===== src/rtl/mem_indirect_sequencer.sv =====
// mem_indirect_sequencer: MEM-stage memory access sequencer for the lc3b pipeline.
// Runs direct loads/stores and indirect (pointer-chasing) loads/stores against a
// single-port memory with a mem_resp handshake. It holds the pipeline via proceed
// until the final data access has completed.
// Optional build macro MEM_SEQ_TIMEOUT_EN: aborts an access that waits longer than
// TIMEOUT_CYC cycles and reports it on err. Without it, err is tied low and
// accesses wait indefinitely.
module mem_indirect_sequencer #(
    parameter int DATA_W      = 16,
    parameter int IND_DEPTH   = 1,
    parameter int TIMEOUT_CYC = 64
) (
    input  logic              clk,
    input  logic              rst_n,
    input  logic              req_valid,
    input  logic              req_store,
    input  logic              req_ind,
    input  logic [DATA_W-1:0] req_addr,
    input  logic [DATA_W-1:0] req_wdata,
    input  logic              mem_resp,
    input  logic [DATA_W-1:0] mem_rdata,
    output logic              mem_read,
    output logic              mem_write,
    output logic [DATA_W-1:0] mem_addr,
    output logic [DATA_W-1:0] mem_wdata,
    output logic              proceed,
    output logic [DATA_W-1:0] rdata_out,
    output logic              err
);

    localparam int               LVL_W    = $clog2(IND_DEPTH + 1);
    localparam logic [LVL_W-1:0] LVL_LAST = LVL_W'(IND_DEPTH - 1);

    if (IND_DEPTH < 1 || IND_DEPTH > 7 || TIMEOUT_CYC < 2) begin : g_bad_cfg
        $error("mem_indirect_sequencer: IND_DEPTH must be 1..7 and TIMEOUT_CYC >= 2");
    end

    typedef enum logic [1:0] {
        S_IDLE  = 2'd0,
        S_PTR   = 2'd1,
        S_FINAL = 2'd2,
        S_DONE  = 2'd3
    } state_t;

    state_t            state_q, state_d;
    logic [DATA_W-1:0] ptr_q;
    logic [DATA_W-1:0] wdata_q;
    logic [DATA_W-1:0] rdata_q;
    logic [LVL_W-1:0]  lvl_q;
    logic              store_q;
    logic              timeout_hit;

`ifdef MEM_SEQ_TIMEOUT_EN
    localparam int                WAIT_W    = $clog2(TIMEOUT_CYC);
    localparam logic [WAIT_W-1:0] WAIT_LAST = WAIT_W'(TIMEOUT_CYC - 1);

    logic [WAIT_W-1:0] wait_q;
    logic              err_q;
    logic              busy;

    assign busy        = (state_q == S_PTR) || (state_q == S_FINAL);
    assign timeout_hit = busy && !mem_resp && (wait_q == WAIT_LAST);
    assign err         = err_q;

    // Count unanswered cycles of the current access; restart on response or state change.
    always_ff @(posedge clk or negedge rst_n) begin
        if (!rst_n) begin
            wait_q <= '0;
        end else if (busy && !mem_resp && !timeout_hit) begin
            wait_q <= wait_q + WAIT_W'(1);
        end else begin
            wait_q <= '0;
        end
    end

    // Abort flag: raised by a timeout, accompanies proceed in DONE, dropped when leaving DONE.
    always_ff @(posedge clk or negedge rst_n) begin
        if (!rst_n) begin
            err_q <= 1'b0;
        end else if (timeout_hit) begin
            err_q <= 1'b1;
        end else if (state_q == S_DONE) begin
            err_q <= 1'b0;
        end
    end
`else
    assign timeout_hit = 1'b0;
    assign err         = 1'b0;
`endif

    // State register.
    always_ff @(posedge clk or negedge rst_n) begin
        if (!rst_n) begin
            state_q <= S_IDLE;
        end else begin
            state_q <= state_d;
        end
    end

    // Next-state and strobe decode; strobes depend only on state so they stay up until mem_resp.
    always_comb begin
        state_d   = state_q;
        mem_read  = 1'b0;
        mem_write = 1'b0;
        proceed   = 1'b0;
        case (state_q)
            S_IDLE: begin
                proceed = !req_valid;
                if (req_valid) begin
                    state_d = req_ind ? S_PTR : S_FINAL;
                end
            end
            S_PTR: begin
                mem_read = 1'b1;
                if (mem_resp) begin
                    state_d = (lvl_q == LVL_LAST) ? S_FINAL : S_PTR;
                end else if (timeout_hit) begin
                    state_d = S_DONE;
                end
            end
            S_FINAL: begin
                mem_read  = !store_q;
                mem_write = store_q;
                if (mem_resp || timeout_hit) begin
                    state_d = S_DONE;
                end
            end
            S_DONE: begin
                proceed = 1'b1;
                state_d = S_IDLE;
            end
            default: state_d = S_IDLE;
        endcase
    end

    // Operation context: request latched in IDLE, pointer chased in PTR, load data captured in FINAL.
    always_ff @(posedge clk or negedge rst_n) begin
        if (!rst_n) begin
            ptr_q   <= '0;
            wdata_q <= '0;
            rdata_q <= '0;
            lvl_q   <= '0;
            store_q <= 1'b0;
        end else begin
            case (state_q)
                S_IDLE: begin
                    if (req_valid) begin
                        ptr_q   <= req_addr;
                        wdata_q <= req_wdata;
                        store_q <= req_store;
                        lvl_q   <= '0;
                    end
                end
                S_PTR: begin
                    if (mem_resp) begin
                        ptr_q <= {mem_rdata[DATA_W-1:1], 1'b0};
                        lvl_q <= lvl_q + LVL_W'(1);
                    end
                end
                S_FINAL: begin
                    if (mem_resp && !store_q) begin
                        rdata_q <= mem_rdata;
                    end
                end
                default: ;
            endcase
        end
    end

    assign mem_addr  = ptr_q;
    assign mem_wdata = wdata_q;
    assign rdata_out = rdata_q;

endmodule


===== config.mk =====
export PLATFORM = sky130hd
export DESIGN_NAME = mem_indirect_sequencer
export DESIGN_NICKNAME = d
export VERILOG_FILES = /design/src/rtl/mem_indirect_sequencer.sv
export SDC_FILE = /design/constraint.sdc
export NUM_CORES = 1
export LEC_CHECK = 0
export ABC_AREA = 1
export CAP_MARGIN = 20
export CELL_PAD_IN_SITES_DETAIL_PLACEMENT = 1
export CELL_PAD_IN_SITES_GLOBAL_PLACEMENT = 2
export CORE_MARGIN = 4
export CORE_UTILIZATION = 21
export DETAILED_ROUTE_END_ITERATION = 10
export GPL_TIMING_DRIVEN = 0
export PLACE_DENSITY = 0.86
export SYNTH_ARGS = -nofsm -noshare
export SYNTH_HDL_FRONTEND = slang
export SYNTH_SLANG_ARGS = --single-unit

===== constraint.sdc =====
create_clock -name clk -period 1.4 [get_ports clk]
set_input_delay 0.28 -clock clk [delete_from_list [all_inputs] [get_ports clk]]
set_output_delay 0.28 -clock clk [all_outputs]
set_load 0.005 [all_outputs]

Word-level counts from Yosys, hierarchy flattened
Index checks and enable logic that the tools add are counted.
{"block": "classes", "n_addsub": 1, "multipliers": 0, "n_div": 0, "n_lt_le_gt_ge": 0, "n_eq_ne": 6, "n_shift": 0, "mux": 15, "bitwise_logic": 0, "n_reduce_logical": 9}
{"cell": "2-to-1 mux 16 bit", "n": 2}
{"cell": "one-hot mux 16 bit (2 select lines)", "n": 1}
{"cell": "2-to-1 mux 2 bit", "n": 5}
{"cell": "one-hot mux 2 bit (4 select lines)", "n": 1}
{"cell": "inequality test 2 bit (second input constant)", "n": 3}
{"cell": "one-hot mux 1 bit (2 select lines)", "n": 3}
{"cell": "AND reduction 3 bit", "n": 2}
{"cell": "== test 2 bit (second input constant)", "n": 2}
{"cell": "AND reduction 2 bit", "n": 2}
{"cell": "2-to-1 mux 1 bit", "n": 3}
{"cell": "== test 2 x 1 -> 1 bit (second input constant)", "n": 1}
{"cell": "logical NOT 1 bit", "n": 2}
{"cell": "logical NOT 2 bit", "n": 1}
{"cell": "nonzero test 2 bit", "n": 1}
{"cell": "adder 1 bit (second input constant)", "n": 1}
{"cell": "logical AND 1 bit", "n": 1}
{"block": "word_totals", "reg_bits": 52, "latchBits": 0, "mem_bits_rw": 0, "romBits": 0, "out_inout_bits": 52, "wordCells": 37, "mem_count": 0}

Logic depth before layout (Yosys ltp)
Gate-level depths: netlist (run 1).
{"block": "depth", "word_depth": 3, "ltp_mapped": 9, "mapped_depth_nobuf": 7}

Least setup slack after synthesis (run 1)
Ideal clock, no wire load.
{"block": "synth_timing", "path_kind": "flip-flop to output port", "start": "reg state_q[1]", "end": "out mem_read", "arrival_ns": 1.176, "t_required_ns": 1.120, "path_slack_ns": -0.056, "path_stages_with_launch": 6, "n_path_buf": 1, "path_cell_list": "dfrtp_1 inv_1 ha_1 inv_1 buf_2 a21boi_0"}
{"block": "synth_between", "elab_chain_len": 2, "elab_cells_between_ends": 3, "cone_classes": "eq/ne: 2; mux: 1"}
{"item": "start, declared", "line": "45", "text": "state_t state_q, state_d;"}
{"item": "start signal, assigned", "line": "96", "text": "state_q <= state_d;"}
{"item": "== test 2 bit / == test 2 x 1 -> 1 bit (equally long branches)", "line": "106", "text": "case (state_q)"}
{"item": "one-hot mux 1 bit (2 select lines) *", "line": "106"}
{"item": "end, declared", "line": "22", "text": "output logic mem_read,"}
Every way passes the cells marked *; elsewhere a longest branch is shown, timed or not.

Worst setup path in the final report (run 1)
{"block": "layout_timing", "start": "reg state_q[0]", "end": "out mem_read"}
Same word-level chain as after synthesis.

==> flow_metrics.py, run 1 <==
metrics = {
    "cells_and_area": {
        "fin_nets": 519,
        "final_cells": 602,
        "drive_above_1_share": 0.2767,
        "antenna_cells": 0,
        "layout_commonest_cell": "nand2_1",
        "most-common-layout-cells": "nand2_1, clkdlybuf4s50_1, dfrtp_1, dlygate4sd2_1",
        "synthToLayoutAreaGrowth_pct": 77.53,
    },
    "grt": {
        "overflow": 0,
        "grt_first_pass_wirelength_um": 14920,
        "grt_usage": 0.1330,
        "grt_pass1_vias": 2841,
        "antenna_found_initial": 0,
        "grt_max_degree": 28,
    },
    "detailed_routing": {
        "drt_iter0_markers": 92,
        "vias": 2574,
        "drcViolationCount": 0,
        "routedWlPerCell_um": 15.67,
        "vias_per_cell": 4.276,
        "drt_pass1_iterations": 4,
        "drt-total-wl_um": 9434,
        "ant_nets": 0,
    },
    "critical_path": {
        "cp-start-kind": "flop",
        "crit_fanout": 4,
        "crit_required_ns": 1.12,
        "cp-end-kind": "output port",
        "critPathArrivalTime_ns": 1.39,
        "worstSetupStartpoint": "state_q[0]",
        "worstReg2RegStart": "state_q[0]",
        "criticalPathCategory": "flop to output port",
    },
    "logic_synthesis": {
        "syn_inst": 310,
        "synth-seq-cells": 52,
        "ys_warn_count": 0,
        "ys_async_sr_fraction": 1.000,
        "synth-seq-area-share": 0.5182,
        "syn_area_um2": 2511,
        "synth_edf_count": 0,
        "syn_nets": 371,
        "ys_types": 20,
        "synthFlopType": "dfrtp_1",
        "avgSynthCellArea_um2": 8.101,
    },
    "timing": {
        "finalWorstSetupSlack_ns": -0.2722,
        "fmax_mhz": 598.0,
        "slew_headroom": 0.5450,
        "grt_setup_unrepaired": "yes",
        "drv_slew": 0,
        "tightestPinTransition_ns": 0.6825,
        "setup_viol": 37,
        "fin_crit_ns": 1.672,
        "hold_violations": 0,
        "fin_crit_sh": 1.194,
        "skew_ns": 0.005502,
    },
    "pwr": {
        "power.density_nw_per_um2": 2137,
        "p_leak_nw": 2.306,
        "power.ir.vdd_worst_v": 0.0007005,
    },
    "floorplanning": {
        "start_util": 0.2171,
        "die_h_um": 117.4,
        "dieArea_um2": 13770,
        "io_pins": 106,
        "core_area_um2": 11560,
        "die_width_um": 117.4,
        "core.rowCount": 39,
    },
    "clocking": {
        "clk_path_buf_depth": 2,
        "insertion_delay_ns": 0.29,
        "cts_hold_buf": 0,
        "cts_buffers": 5,
        "clockRootBuffer": "clkbuf_16",
        "htreeDepth": 2,
        "cts_tree": "yes",
        "cts.sinks": 52,
        "clkSlewWorstSetupHoldPaths_ns": 0.07,
    },
    "place": {
        "detailedPlace.worstSlack_ns": -0.7575,
        "portBuffers": 103,
        "dpl.hpwl_um": 6700,
        "gp_congestion": 0.7983,
        "dp_cells": 557,
    },
    "outcome": {
        "violations": "setup timing",
        "outcome": "complete, but fails checks",
    },
    "flow_run": {
        "max_cap_viol_count": 0,
    },
    "min_path": {
        "hold_path_class": "input pin to async pin",
    },
}
==> worst paths after layout <==
check	to	slack (ns)	depth (start not counted)
min reg2reg	mem_wdata[6]	0.47	2
min in group clk	mem_wdata[3]	0.28	3
max in group asynchronous	state_q[1]	0.77	2
max reg2reg	mem_addr[5]	-0.17	8
min	mem_addr[8]	0.03	1
max	mem_read	-0.27	6
==> state kept, by name, summed over array words and instances, names as in the netlist <==
name and cells:
lvl_q 1, store_q 1, state_q 2, mem_addr 16
mem_wdata 16, rdata_out 16
==> report_power, final <==
part / internal, mW / total, mW / switching [mW]
registers: 2.20 / 2.62 / 0.411
logic: 2.92 / 5.63 / 2.71
clock network: 0.715 / 1.28 / 0.564
total: 5.84 / 9.53 / 3.68
==> cell families after synthesis <==
group,after synthesis,synth area share
AO/OA/AOI/OAI,24,0.05331
flip-flops,52,0.5182
AND/OR/NAND/NOR,183,0.3109
buffers and inverters,43,0.08121
adder cells (fa/ha/maj),7,0.03488
other,1,0.001493
==> through the flow <==
step                total power, mW  cell area (um2)    util  setup TNS (ns)  hold slack (ns)
floorplan                     4.716             2519       -               0         -0.01559
global placement              6.823             3729  0.3224          -99.35           0.4527
detailed placement            6.947             3744  0.3237          -10.98           0.3556
CTS                           9.010             4253  0.3677          -7.342          0.04146
global route                  10.33             4458  0.3855          -7.359          0.07046
finish                        9.528             4458  0.3855          -4.028          0.02853
==> cells in the mapped netlist (2+ instances only) <==
master / n / area [um2]
dfrtp_1: 52 / 1301
nand3_1: 32 / 160.2
buf_2: 7 / 35.03
nor2_1: 8 / 30.03
buf_6: 3 / 33.78
a21oi_1: 3 / 15.01
o21ai_1: 18 / 90.09
nand2_2: 13 / 81.33
buf_4: 3 / 22.52
clkbuf_1: 2 / 7.510
inv_1: 24 / 90.09
ha_1: 7 / 87.58
nand2_1: 128 / 480.5
inv_2: 4 / 15.01
==> critical path, stage by stage (launching register included) <==
cell and delay, ns:
dfrtp_2 0.44, inv_2 0.10, buf_6 0.11, ha_4 0.13
nand2_2 0.05, a21boi_2 0.14, buf_2 0.14
==> what timing repair did <==
| action | in CTS | in global routing |
|---|---|---|
| hold endpoints to repair | 0 | 0 |
| cloned | 0 | 2 |
| buffers inserted | 28 | 10 |
| pin swaps | 11 | 17 |
| endpoints found under the setup margin | 96 | 55 |
| gates resized for setup | 114 | 39 |
==> routing by layer <==
metal | part of all wire | global-route usage | vias up
met3 | 0.090 | 0.05294 | 4
met4 | 0.0036 | 0.01760 | 0
met5 | 0 | 0 | -
li1 | - | - | 1253
met2 | 0.48 | 0.2280 | 86
met1 | 0.42 | 0.1620 | 1231
==> cell type report <==
type | count | area, um2
Inverter | 28 | 120.1
Multi-Input combinational cell | 216 | 1226
Clock inverter | 1 | 7.507
Tap cell | 143 | 178.9
Buffer | 14 | 152.6
Fill cell | 1356 | 7107
Clock buffer | 7 | 142.6
Sequential cell | 52 | 1304
Timing Repair Buffer | 141 | 1326
(Power assumes the default switching activity.)
==> run 2, diff against run 1 <==
--- a/config.mk
+++ b/config.mk
@@ -7,10 +7,10 @@
 export LEC_CHECK = 0
 export ABC_AREA = 1
 export CAP_MARGIN = 20
-export CELL_PAD_IN_SITES_DETAIL_PLACEMENT = 1
-export CELL_PAD_IN_SITES_GLOBAL_PLACEMENT = 2
+export CELL_PAD_IN_SITES_DETAIL_PLACEMENT = 0
+export CELL_PAD_IN_SITES_GLOBAL_PLACEMENT = 1
 export CORE_MARGIN = 4
-export CORE_UTILIZATION = 21
+export CORE_UTILIZATION = 27
 export DETAILED_ROUTE_END_ITERATION = 10
 export GPL_TIMING_DRIVEN = 0
 export PLACE_DENSITY = 0.86
==> flow_metrics.py, run 2 (synthesis results as in run 1) <==
metrics = {
    "timing": {
        "fin_crit_ns": 1.691,
        "fmax_mhz": 591.5,
        "tns_ns": -5.918,
        "grt_setup_unrepaired": "yes",
        "skew_ns": 0.002410,
        "hold_violations": 0,
        "setup_viol": 37,
        "finalWorstSetupSlack_ns": -0.2907,
        "drv_slew": 0,
        "fin_crit_sh": 1.208,
    },
    "pwr": {
        "power_mw": 9.032,
        "power.density_nw_per_um2": 2094,
        "power.ir.vdd_worst_v": 0.0008869,
        "p_leak_nw": 2.276,
    },
    "place": {
        "portBuffers": 103,
        "gp_congestion": 0.8450,
        "dpl.hpwl_um": 5760,
        "detailedPlace.worstSlack_ns": -0.7169,
    },
    "critical_path": {
        "critical-path-max-stage-delay_ns": 0.42,
        "criticalPathCategory": "flop to output port",
        "crit_required_ns": 1.12,
        "critPathArrivalTime_ns": 1.41,
        "reg2reg_slack_ns": -0.23,
        "crit_fanout": 3,
        "worstSetupStartpoint": "state_q[0]",
        "cp-end-kind": "output port",
        "crit_chain": "buf_6 > ha_4 > inv_4 > buf_8 > a21boi_2 > buf_2",
        "cp-start-kind": "flop",
        "worstReg2RegStart": "state_q[1]",
        "cp_slowest_cell": "dfrtp_2",
    },
    "clocking": {
        "clk_path_buf_depth": 2,
        "cts_tree": "yes",
        "cts_buffers": 5,
        "insertion_delay_ns": 0.30,
        "clkSlewWorstSetupHoldPaths_ns": 0.09,
        "htreeDepth": 2,
        "clockRootBuffer": "clkbuf_8",
        "cts.sinks": 52,
    },
    "detailed_routing": {
        "drt_iter0_markers": 63,
        "drcViolationCount": 0,
        "drt-total-wl_um": 8104,
        "ant_nets": 0,
        "vias": 2539,
        "drt_pass1_iterations": 4,
        "routedWlPerCell_um": 14.39,
        "vias_per_cell": 4.510,
    },
    "cells_and_area": {
        "antenna_cells": 0,
        "fin_nets": 516,
        "multi_input_area_um2": 1196,
        "most-common-layout-cells": "nand2_1, clkdlybuf4s50_1, dfrtp_1, dlygate4sd2_1, nand2_2",
        "drive_above_1_share": 0.2593,
        "n_fill_cell": 864,
        "synthToLayoutAreaGrowth_pct": 71.80,
        "seq_area_um2": 1303,
        "layout_commonest_cell": "nand2_1",
    },
    "floorplanning": {
        "die_width_um": 104.4,
        "core.rowCount": 34,
        "io_pins": 106,
        "core_area_um2": 8891,
        "die_h_um": 104.4,
        "start_util": 0.2824,
        "dieArea_um2": 10910,
    },
    "flow_run": {
        "max_cap_viol_count": 0,
    },
    "grt": {
        "overflow": 0,
        "grt_max_degree": 39,
        "grt_pass1_vias": 2743,
        "antenna_found_initial": 0,
        "grt_usage": 0.1454,
        "grt_first_pass_wirelength_um": 12980,
    },
    "outcome": {
        "violations": "setup timing",
        "outcome": "complete, but fails checks",
    },
    "min_path": {
        "hold_path_class": "input pin to flop",
        "min-delay-start": "req_valid",
    },
}
run 2: final timing paths:
check                               end  cells past startpoint
max                            mem_read                      6
min                        mem_wdata[3]                      3
max reg2reg                mem_addr[10]                     11
min reg2reg                mem_wdata[4]                      2
max in group asynchronous  mem_wdata[4]                      3
min in group asynchronous  mem_addr[10]                      2
run 2: layout make-up:
cell class	instances	share of cell area
Timing Repair Buffer	139	0.3124
Sequential cell	52	0.3019
Multi-Input combinational cell	215	0.2773
Buffer	14	0.03190
Tap cell	108	0.03132
Inverter	28	0.02726
Clock buffer	6	0.01682
Clock inverter	1	0.001160
run 2: routing by layer:
| layer | up-vias | track usage | wire [um] |
|---|---|---|---|
| li1 | 1240 | - | - |
| met1 | 1191 | 0.1778 | 3499 |
| met2 | 99 | 0.2468 | 3796 |
| met3 | 9 | 0.05090 | 725 |
| met4 | 0 | 0.03134 | 83 |
| met5 | - | 0 | 0 |
run 2: worst max-delay path: cells and delay by family, from the launching register on:
family | cells | cell delay, ns
AO/OA/AOI/OAI | 1 | 0.13
adder cells (fa/ha/maj) | 1 | 0.15
buffers and inverters | 4 | 0.42
flip-flops | 1 | 0.42
run 2: through the flow:
| stage | instances | area [um2] | hold slack [ns] | util |
|---|---|---|---|---|
| 2_1_floorplan | 310 | 2519 | -0.01559 | - |
| 3_3_place_gp | 521 | 3685 | 0.4532 | 0.4144 |
| 3_5_place_dp | 522 | 3700 | 0.2212 | 0.4161 |
| 4_1_cts | 557 | 4069 | 0.2516 | 0.4576 |
| 5_1_grt | 563 | 4314 | 0.2377 | 0.4852 |
| 6_report | 563 | 4314 | 0.2509 | 0.4852 |
run 2: timing repair:
item                       CTS  global route
pin swaps                    1            10
gates resized for setup     92            59
cloned                       2             0
buffers inserted            25             8
setup endpoints to repair   96            48
hold endpoints to repair    14             0
hold buffers                 1             0
run 2: where the power goes:
group	internal, mW	leakage [nW]	total, mW	switching [mW]
Clock	0.342	0.0410	0.819	0.478
Combinational	2.99	1.58	5.61	2.62
Sequential	2.20	0.651	2.61	0.407
==> run 3, diff against run 2 <==
--- a/config.mk
+++ b/config.mk
@@ -11,6 +11,7 @@
 export CELL_PAD_IN_SITES_GLOBAL_PLACEMENT = 1
 export CORE_MARGIN = 4
 export CORE_UTILIZATION = 27
+export CTS_CLUSTER_SIZE = 8
 export DETAILED_ROUTE_END_ITERATION = 10
 export GPL_TIMING_DRIVEN = 0
 export PLACE_DENSITY = 0.86
==> results of run 3 <==
The final DEF is identical to that of run 2; final timing and power are the same.
